**config.mk**
```make
export PLATFORM = sky130hd
export DESIGN_NAME = hazard_unit_flat
export DESIGN_NICKNAME = d
export VERILOG_FILES = /design/src/rtl/hazard_pkg.sv /design/src/rtl/hazard_if.sv /design/src/rtl/hazard_mdu_timer.sv /design/src/rtl/hazard_unit.sv /design/src/flat_wrapper.sv
export SDC_FILE = /design/constraint.sdc
export NUM_CORES = 1
export LEC_CHECK = 0
export BUFFER_PORTS_ARGS = -buffer_cell sky130_fd_sc_hd__buf_2
export CAP_MARGIN = 0
export CELL_PAD_IN_SITES_DETAIL_PLACEMENT = 0
export CELL_PAD_IN_SITES_GLOBAL_PLACEMENT = 1
export CORE_MARGIN = 1
export CORE_UTILIZATION = 28
export DETAILED_ROUTE_END_ITERATION = 8
export GPL_ROUTABILITY_DRIVEN = 0
export HOLD_SLACK_MARGIN = 0.06
export PLACE_DENSITY_LB_ADDON = 0.1
export REMOVE_ABC_BUFFERS = 1
export SYNTH_ARGS = -nofsm -noshare
export SYNTH_HDL_FRONTEND = slang
export SYNTH_SLANG_ARGS = --single-unit
```
**constraint.sdc**
```tcl
create_clock -name clk -period 1.45 [get_ports clk]
set_clock_uncertainty 0.15 [all_clocks]
set_input_delay 0.145 -clock clk [delete_from_list [all_inputs] [get_ports clk]]
set_output_delay 0.145 -clock clk [all_outputs]
set_load 0.01 [all_outputs]
```
**src/rtl/hazard_pkg.sv**
```systemverilog
// Shared types and defaults for the pipeline hazard-control unit.
package hazard_pkg;
  localparam int DEF_RA_W  = 5;
  localparam int DEF_CNT_W = 6;

  typedef enum logic [0:0] {
    IDLE     = 1'b0,
    LD_STALL = 1'b1
  } hz_state_t;
endpackage

```
**src/rtl/hazard_if.sv**
```systemverilog
// ID/EX hazard request signals and the resulting pipeline control outputs.
interface hazard_if #(parameter int RA_W = hazard_pkg::DEF_RA_W);
  logic            idex_ld;
  logic [RA_W-1:0] idex_rd;
  logic [RA_W-1:0] id_rs;
  logic [RA_W-1:0] id_rt;
  logic            id_use_rs;
  logic            id_use_rt;
  logic            id_mdu_start;
  logic            id_mdu_read;
  logic            ex_branch_taken;
  logic            pcwrite;
  logic            ifidwrite;
  logic            idex_bubble;
  logic            ifid_flush;
  logic            mdu_busy;

  modport master (
    output idex_ld, idex_rd, id_rs, id_rt, id_use_rs, id_use_rt,
           id_mdu_start, id_mdu_read, ex_branch_taken,
    input  pcwrite, ifidwrite, idex_bubble, ifid_flush, mdu_busy
  );

  modport slave (
    input  idex_ld, idex_rd, id_rs, id_rt, id_use_rs, id_use_rt,
           id_mdu_start, id_mdu_read, ex_branch_taken,
    output pcwrite, ifidwrite, idex_bubble, ifid_flush, mdu_busy
  );
endinterface

```
**src/rtl/hazard_mdu_timer.sv**
```systemverilog
// Busy timer for an in-flight MDU op: loads LAT on issue, counts down to zero.
module hazard_mdu_timer #(
    parameter int LAT   = 32,
    parameter int CNT_W = hazard_pkg::DEF_CNT_W
) (
    input  logic clk,
    input  logic rst_n,
    input  logic load,
    output logic busy
);
    logic [CNT_W-1:0] cnt;

    always_ff @(posedge clk) begin
        if (!rst_n)
            cnt <= '0;
        else if (load)
            cnt <= CNT_W'(LAT);
        else if (cnt != '0)
            cnt <= cnt - 1'b1;
    end

    assign busy = (cnt != '0);
endmodule

```
**src/rtl/hazard_unit.sv**
```systemverilog
// Load-use / MDU / taken-branch hazard control for the 5-stage core.
// Optional MDU tracking is built only when HAZARD_MDU_EN is defined.
module hazard_unit
    import hazard_pkg::*;
#(
    parameter int RA_W       = DEF_RA_W,
    parameter int LOAD_STALL = 1,
    parameter int MDU_LAT    = 32,
    parameter int CNT_W      = DEF_CNT_W
) (
    input logic     clk,
    input logic     rst_n,
    hazard_if.slave hz
);
    hz_state_t        state, state_nx;
    logic [CNT_W-1:0] ld_cnt, ld_cnt_nx;
    logic             ld_hit, ld_stall, mdu_hazard, stall, busy;

    assign ld_hit = hz.idex_ld && (hz.idex_rd != '0) &&
                    ((hz.id_use_rs && (hz.id_rs == hz.idex_rd)) ||
                     (hz.id_use_rt && (hz.id_rt == hz.idex_rd)));

    // Once in LD_STALL the EX stage holds a bubble, so the compare is not needed.
    assign ld_stall = (state == LD_STALL) || ld_hit;

`ifdef HAZARD_MDU_EN
    hazard_mdu_timer #(.LAT(MDU_LAT), .CNT_W(CNT_W)) u_mdu_timer (
        .clk   (clk),
        .rst_n (rst_n),
        .load  (hz.id_mdu_start && !stall && !hz.ex_branch_taken),
        .busy  (busy)
    );
    assign mdu_hazard = (hz.id_mdu_read || hz.id_mdu_start) && busy;
`else
    logic unused_mdu;
    assign unused_mdu = ^{hz.id_mdu_start, hz.id_mdu_read, CNT_W'(MDU_LAT)};
    assign busy       = 1'b0;
    assign mdu_hazard = 1'b0;
`endif

    assign stall = ld_stall || mdu_hazard;

    always_ff @(posedge clk) begin
        if (!rst_n) begin
            state  <= IDLE;
            ld_cnt <= '0;
        end else begin
            state  <= state_nx;
            ld_cnt <= ld_cnt_nx;
        end
    end

    always_comb begin
        state_nx  = state;
        ld_cnt_nx = ld_cnt;
        if (hz.ex_branch_taken) begin
            state_nx  = IDLE;
            ld_cnt_nx = '0;
        end else begin
            case (state)
                IDLE: begin
                    if (ld_hit && (LOAD_STALL > 1)) begin
                        state_nx  = LD_STALL;
                        ld_cnt_nx = CNT_W'(LOAD_STALL - 1);
                    end
                end
                LD_STALL: begin
                    ld_cnt_nx = ld_cnt - 1'b1;
                    if (ld_cnt == CNT_W'(1))
                        state_nx = IDLE;
                end
                default: begin
                    state_nx  = IDLE;
                    ld_cnt_nx = '0;
                end
            endcase
        end
    end

    always_comb begin
        hz.pcwrite     = 1'b1;
        hz.ifidwrite   = 1'b1;
        hz.idex_bubble = 1'b0;
        hz.ifid_flush  = 1'b0;
        hz.mdu_busy    = busy && rst_n;
        if (!rst_n) begin
            hz.pcwrite     = 1'b0;
            hz.ifidwrite   = 1'b0;
            hz.idex_bubble = 1'b1;
            hz.ifid_flush  = 1'b1;
        end else if (hz.ex_branch_taken) begin
            hz.idex_bubble = 1'b1;
            hz.ifid_flush  = 1'b1;
        end else if (stall) begin
            hz.pcwrite     = 1'b0;
            hz.ifidwrite   = 1'b0;
            hz.idex_bubble = 1'b1;
        end
    end
endmodule
```
**src/flat_wrapper.sv**
```systemverilog
// flat-port wrapper written by rule: the top's interface ports become plain ports
module hazard_unit_flat import hazard_pkg::*;
#(
    parameter int RA_W       = DEF_RA_W,
    parameter int LOAD_STALL = 1,
    parameter int MDU_LAT    = 32,
    parameter int CNT_W      = DEF_CNT_W
)
  (clk, rst_n, hz_idex_ld, hz_idex_rd, hz_id_rs, hz_id_rt, hz_id_use_rs, hz_id_use_rt, hz_id_mdu_start, hz_id_mdu_read, hz_ex_branch_taken, hz_pcwrite, hz_ifidwrite, hz_idex_bubble, hz_ifid_flush, hz_mdu_busy);
  hazard_if #(.RA_W(RA_W)) hz_i ();
  input logic clk;
  input logic rst_n;
  input wire logic [$bits(hz_i.idex_ld)-1:0] hz_idex_ld;
  input wire logic [$bits(hz_i.idex_rd)-1:0] hz_idex_rd;
  input wire logic [$bits(hz_i.id_rs)-1:0] hz_id_rs;
  input wire logic [$bits(hz_i.id_rt)-1:0] hz_id_rt;
  input wire logic [$bits(hz_i.id_use_rs)-1:0] hz_id_use_rs;
  input wire logic [$bits(hz_i.id_use_rt)-1:0] hz_id_use_rt;
  input wire logic [$bits(hz_i.id_mdu_start)-1:0] hz_id_mdu_start;
  input wire logic [$bits(hz_i.id_mdu_read)-1:0] hz_id_mdu_read;
  input wire logic [$bits(hz_i.ex_branch_taken)-1:0] hz_ex_branch_taken;
  output wire logic [$bits(hz_i.pcwrite)-1:0] hz_pcwrite;
  output wire logic [$bits(hz_i.ifidwrite)-1:0] hz_ifidwrite;
  output wire logic [$bits(hz_i.idex_bubble)-1:0] hz_idex_bubble;
  output wire logic [$bits(hz_i.ifid_flush)-1:0] hz_ifid_flush;
  output wire logic [$bits(hz_i.mdu_busy)-1:0] hz_mdu_busy;
  assign hz_i.idex_ld = hz_idex_ld;
  assign hz_i.idex_rd = hz_idex_rd;
  assign hz_i.id_rs = hz_id_rs;
  assign hz_i.id_rt = hz_id_rt;
  assign hz_i.id_use_rs = hz_id_use_rs;
  assign hz_i.id_use_rt = hz_id_use_rt;
  assign hz_i.id_mdu_start = hz_id_mdu_start;
  assign hz_i.id_mdu_read = hz_id_mdu_read;
  assign hz_i.ex_branch_taken = hz_ex_branch_taken;
  assign hz_pcwrite = hz_i.pcwrite;
  assign hz_ifidwrite = hz_i.ifidwrite;
  assign hz_idex_bubble = hz_i.idex_bubble;
  assign hz_ifid_flush = hz_i.ifid_flush;
  assign hz_mdu_busy = hz_i.mdu_busy;
  hazard_unit #(.RA_W(RA_W), .LOAD_STALL(LOAD_STALL), .MDU_LAT(MDU_LAT), .CNT_W(CNT_W)) u_core (.clk(clk), .rst_n(rst_n), .hz(hz_i));
endmodule
```
==> reports/metrics.yaml, run 1 <==
clock_tree:
  hold_buffers: 0
  cts-htree-levels: 1
  cts_sinks: 7
  insertion_delay_ns: 0.25
  cts_root_buf: "clkbuf_4"
  cts_buffers: 3
  post-cts-setup-buffers: 0
  path_clk_slew_ns: 0.05
  cts_tree: "done"
  cts_buffer_depth: 2
die:
  start_util: 0.3098
  rows: 14
  die_y_um: 43.53
  io_pins: 28
  die_area_mm2: 0.001895
  core_area_mm2: 0.001559
  die_x_um: 43.53
grt:
  grt_first_pass_wirelength_um: 1745
  met1_usage: 0.1352
  grt_most_used_layer: "met2"
  grt_pass1_vias: 456
  grt_use_met3: 0.03750
  antenna_found_initial: 0
  grt_max_degree: 9
  grt_use_total: 0.1219
  met2_usage: 0.2121
  gr-total-overflow: 0
sta:
  drv_slew: 0
  hold_ws_ns: 0.1785
  fin_crit_sh: 1.071
  rsz0062_at_grt: "yes"
  hold_viol: 0
  layout_min_cycle_time_ns: 1.552
  setup_viol: 3
  timing.fmax_mhz: 644.2
  setup_slack_ns: -0.1023
final_layout:
  area_growth_pct: 47.93
  final_common_cell: "buf_2"
  n_antenna_cell: 0
  fin_area_um2: 714.4
  finalNonFillerCells: 103
  layout_common_cells: "buf_2 (20), xor2_1 (9), nor2_1 (9)"
  nets: 113
  drive_gt1_frac: 0.4368
  post-route-util: 0.4583
drt:
  firstDrtPassIters: 1
  vias: 466
  drc: 0
  drt_iter0_drc: 0
  ant_nets: 0
  routed_wl_um: 985
  via_per_inst: 4.524
  routedWlPerCell_um: 9.563
synth:
  synth_top_area_share: 0.2902
  syn_avg_cell_area_um2: 8.473
  ys_top_cells_by_area: "dfxtp_1 (29%), xor2_1 (18%), xnor2_1 (9.1%), nor2_1 (7.0%), ha_1 (5.2%)"
  synthesis.area_um2: 483.0
  synth_top_area_cell: "dfxtp_1"
  ys_seq_area_frac: 0.2902
  synth-seq-cells: 7
  netlist_instances: 57
  yosys_warnings: 0
  ys_types: 23
setup_path:
  cp_top_family: "compound AO/OA/AOI/OAI gates"
  crit_arrival_ns: 1.26
  path_max_fanout: 3
  critical_path.most_common_cell: "buf_2"
  path_buf_inv: 2
  crit_chain: "buf_2, xor2_1, nor4_1, a32oi_1, o311a_1, buf_2"
  crit_path_start_kind: "input pin"
  cp.required_ns: 1.15
  cpPeakStageDelay_ns: 0.31
  cp-end-kind: "output port"
  critPathKind: "input pin to output port"
  slowest_stage: "o311a_1"
power_and_ir_drop:
  ir_worst_vdd_mv: 0.2836
  cellPowerDensity_mw_per_mm2: 656.3
  leakagePower_nw: 0.3035
placed_design:
  portBuffers: 24
  pre_cts_ws_ns: -0.1538
  place_inst: 99
  placed_area_um2: 641.9
status:
  violations: "setup timing"
  status: "finished, violations left"
hold_path:
  hold_class: "input pin to flip-flop"
job:
  cap_violations: 0
## logic make-up (layout without fill, tap and decap cells)
kind of cell	Yosys count	in the layout	synth area share
AO/OA/AOI/OAI	6	6	0.09326
XOR/XNOR	15	15	0.2720
adder cells (fa/ha/maj)	2	2	0.05181
buffers and inverters	7	37	0.07771
flip-flops	7	7	0.2901
other	1	1	0.007765
AND/OR/NAND/NOR	19	19	0.2073
## worst reg2reg max path: stages, from the launching register on
cell and delay [ns]:
dfxtp_1 0.36, inv_1 0.07, ha_1 0.14, nand2_1 0.08, nor3_1 0.19, xnor2_1 0.15, nor2_1 0.05
## cell type report
type | count | area (µm²)
Clock buffer | 4 | 26.28
Inverter | 3 | 11.26
Multi-Input combinational cell | 43 | 326.6
Timing Repair Buffer | 30 | 190.2
Tap cell | 16 | 20.02
Sequential cell | 7 | 140.1
Fill cell | 167 | 844.6
## per-layer routing
metal | vias up | share of wire
met3 | 0 | 0.059
li1 | 245 | -
met4 | 0 | 0
met2 | 20 | 0.53
met1 | 201 | 0.41
met5 | - | 0
## sequential cells by signal, summed over array words and instances, names as in the netlist
register / flops
u_core.ld_cnt: 6
u_core.state: 1
## report_power, final
part           switching (W)  internal [W]  total (W)
registers                  0      0.000192   0.000192
clock network      0.0000734      0.000105   0.000179
logic              0.0000419     0.0000559  0.0000978
total               0.000115      0.000354   0.000469
## per-stage QoR
stage / total power, W / setup TNS [ns]
final: 0.0004689 / -0.2136
after global routing: 0.0005007 / -0.4720
after CTS: 0.0004738 / -0.2418
after detailed placement: 0.0002847 / -0.3541
after global placement: 0.0002859 / -0.3423
after floorplan: 0.0002342 / 0
## repair_timing
item                       CTS  global route
pin swaps                    3             1
resized for setup            6             3
setup endpoints to repair    3             5
## synth_stat cells, drive strengths merged
| master | count |
|---|---|
| a211oi | 1 |
| a311oi | 1 |
| nand2b | 2 |
| nor4b | 1 |
| nor3 | 1 |
| a32oi | 1 |
| buf | 3 |
| nor2 | 9 |
| xnor2 | 5 |
| nand2 | 2 |
| ha | 2 |
| or4 | 1 |
| o21ai | 2 |
| xor2 | 10 |
| inv | 3 |
| dfxtp | 7 |
| clkbuf | 1 |
| conb | 1 |
| nor4 | 2 |
| o311a | 1 |
| and2 | 1 |
## final timing paths
kind / from / to / slack [ns] / depth (start not counted)
min: rst_n / u_core.ld_cnt[0]$_SDFFE_PP0P_ / 0.18 / 4
min reg2reg: u_core.ld_cnt[1]$_SDFFE_PP0P_ / u_core.ld_cnt[1]$_SDFFE_PP0P_ / 0.35 / 2
max: hz_idex_rd[0] / hz_pcwrite / -0.10 / 6
max reg2reg: u_core.ld_cnt[0]$_SDFFE_PP0P_ / u_core.ld_cnt[4]$_SDFFE_PP0P_ / 0.16 / 6
Power figures use the tool's default switching activity.
==> run 2: changes to the inputs <==
CORE_UTILIZATION = 30   (was 28)
clock period = 1.95 ns   (was 1.45 ns; I/O delays follow)
==> reports/metrics.yaml, run 2 (same netlist as run 1, synthesis figures left out) <==
job:
  cap_violations: 0  # unchanged
final_layout:
  reg.largest.list: "u_core.ld_cnt x6, u_core.state x1"
  finalNonFillerCells: 98  # -4.9%
  drive_gt1_frac: 0.3537  # -0.08312
  regMostFlops: "u_core.ld_cnt"
  layout_common_cells: "buf_2 (24), xor2_1 (10), nor2_1 (9)"
  post-route-util: 0.4186  # -0.03966
  n_antenna_cell: 0  # unchanged
  multi_input_area_um2: 305.3  # -6.5%
  register_area_um2: 140.1  # unchanged
  largest_register_ffs: 6  # unchanged
  final_common_cell: "buf_2"
  area_growth_pct: 30.57
  nFillCells: 164  # -1.8%
  nets: 108  # -4.4%
clock_tree:
  cts_root_buf: "clkbuf_4"
  cts_tree: "done"
  cts_sinks: 7  # unchanged
  hold_buffers: 0  # unchanged
  path_clk_slew_ns: 0.05  # about the same
  cts-htree-levels: 1  # unchanged
  cts_buffers: 3  # unchanged
  insertion_delay_ns: 0.24  # about the same
  cts_buffer_depth: 2  # unchanged
  post-cts-setup-buffers: 0  # unchanged
  ctsResizeCount: 0  # -6
hold_path:
  min_to: "u_core.ld_cnt[0]$_SDFFE_PP0P_"
  hold_class: "input pin to flip-flop"
  min-delay-start: "rst_n"
  whs_path_depth: 3  # -1
setup_path:
  r2r-end: "u_core.ld_cnt[5]$_SDFFE_PP0P_"
  path_max_fanout: 3  # unchanged
  r2r.worst_path.cells: 4  # -2
  crit_path_start_kind: "input pin"
  critPathKind: "input pin to output port"
  r2r_slack_ns: 0.49  # +0.33 ns
  crit_arrival_ns: 1.34  # +0.08 ns
  cp.required_ns: 1.60  # +0.45 ns
  cp-end-kind: "output port"
  worstReg2RegStart: "u_core.ld_cnt[0]$_SDFFE_PP0P_"
drt:
  vias: 444  # -4.7%
  routed_wl_um: 896  # -9.0%
  firstDrtPassIters: 4  # +3
  drc: 0  # unchanged
  via_per_inst: 4.531  # +0.14%
  routedWlPerCell_um: 9.143  # -4.4%
  ant_nets: 0  # unchanged
  drt_iter0_drc: 4  # +4
status:
  status: "completed"
die:
  die_area_mm2: 0.001775  # -6.4%
  die_y_um: 42.13  # -3.2%
  die_x_um: 42.13  # -3.2%
  rows: 14  # unchanged
  start_util: 0.3206  # +0.01081
  io_pins: 28  # unchanged
  core_area_mm2: 0.001506  # -3.4%
sta:
  setup_slack_ns: 0.2634  # +0.3658 ns
  rsz0062_at_grt: "no"
  relSlewSlack: 0.6537
  fin_setup_tns_ns: 0  # +0.2136 ns
  drv_slew: 0  # unchanged
  hold_ws_ns: 0.2515  # +0.07298 ns
  setup_viol: 0  # -3
  fin_crit_sh: 0.8649
  layout_min_cycle_time_ns: 1.687
  hold_viol: 0  # unchanged
  worst_slew_pin_slew_ns: 0.5122
  timing.fmax_mhz: 592.9
grt:
  grt_use_total: 0.1223  # +0.0004545
  grt_max_degree: 10  # +1
  grt_pass1_vias: 429  # -5.9%
  grt_first_pass_wirelength_um: 1642  # -5.9%
  antenna_found_initial: 0  # unchanged
  gr-total-overflow: 0  # unchanged
placed_design:
  place_inst: 94  # -5.1%
  portBuffers: 24  # unchanged
  pre_cts_ws_ns: 0.2507  # +0.4045 ns
  dp_hpwl_um: 790.5
power_and_ir_drop:
  leakagePower_nw: 0.2635  # -13%
  ir_worst_vdd_mv: 0.1885  # -34%
  cellPowerDensity_mw_per_mm2: 523.0  # -20%
run 2: per-stage QoR:
step | power [W] | instance area, µm²
after floorplan | 0.0001742 | 456.7
after global placement | 0.0002082 | 604.3
after detailed placement | 0.0002077 | 604.3
after CTS | 0.0003356 | 630.6
after global routing | 0.0003509 | 630.6
final | 0.0003298 | 630.6
run 2: how the worst max path moves through the flow:
stage | depth (start not counted) | endpoint | slack [ns] | startpoint
floorplan | 3 | hz_ifidwrite | 0.47 | hz_idex_rd[0]
global placement | 6 | hz_ifidwrite | 0.20 | hz_idex_rd[1]
detailed placement | 6 | hz_ifidwrite | 0.25 | hz_idex_rd[1]
CTS | 6 | hz_ifidwrite | 0.24 | hz_idex_rd[1]
global route | 6 | hz_pcwrite | 0.16 | hz_idex_rd[1]
finish | 6 | hz_ifidwrite | 0.26 | hz_idex_rd[3]
run 2: power by group:
group / leakage (nW) / internal [W] / switching (W)
sequential: 0.0563 / 0.000143 / 0
combinational: 0.192 / 0.0000314 / 0.0000288
clock: 0.0150 / 0.0000778 / 0.0000486
run 2: metal layers:
layer,vias to the layer above,track usage,share of wire
met5,-,0,0
met2,15,0.2094,0.50
li1,235,-,-
met4,0,0.03750,0
met1,194,0.1296,0.44
met3,0,0.06466,0.060
run 2: worst max-delay path: stages:
cell and delay (ns):
buf_2 0.12, xor2_1 0.17, nor4_2 0.26, a32oi_1 0.15, o311a_1 0.31, buf_2 0.14
run 2: final cells by class:
type	instances	area share
multi-input combinational	43	0.4841
sequential	7	0.2222
timing repair buffer	25	0.2024
clock buffer	4	0.04167
tap	16	0.03175
inverter	3	0.01786
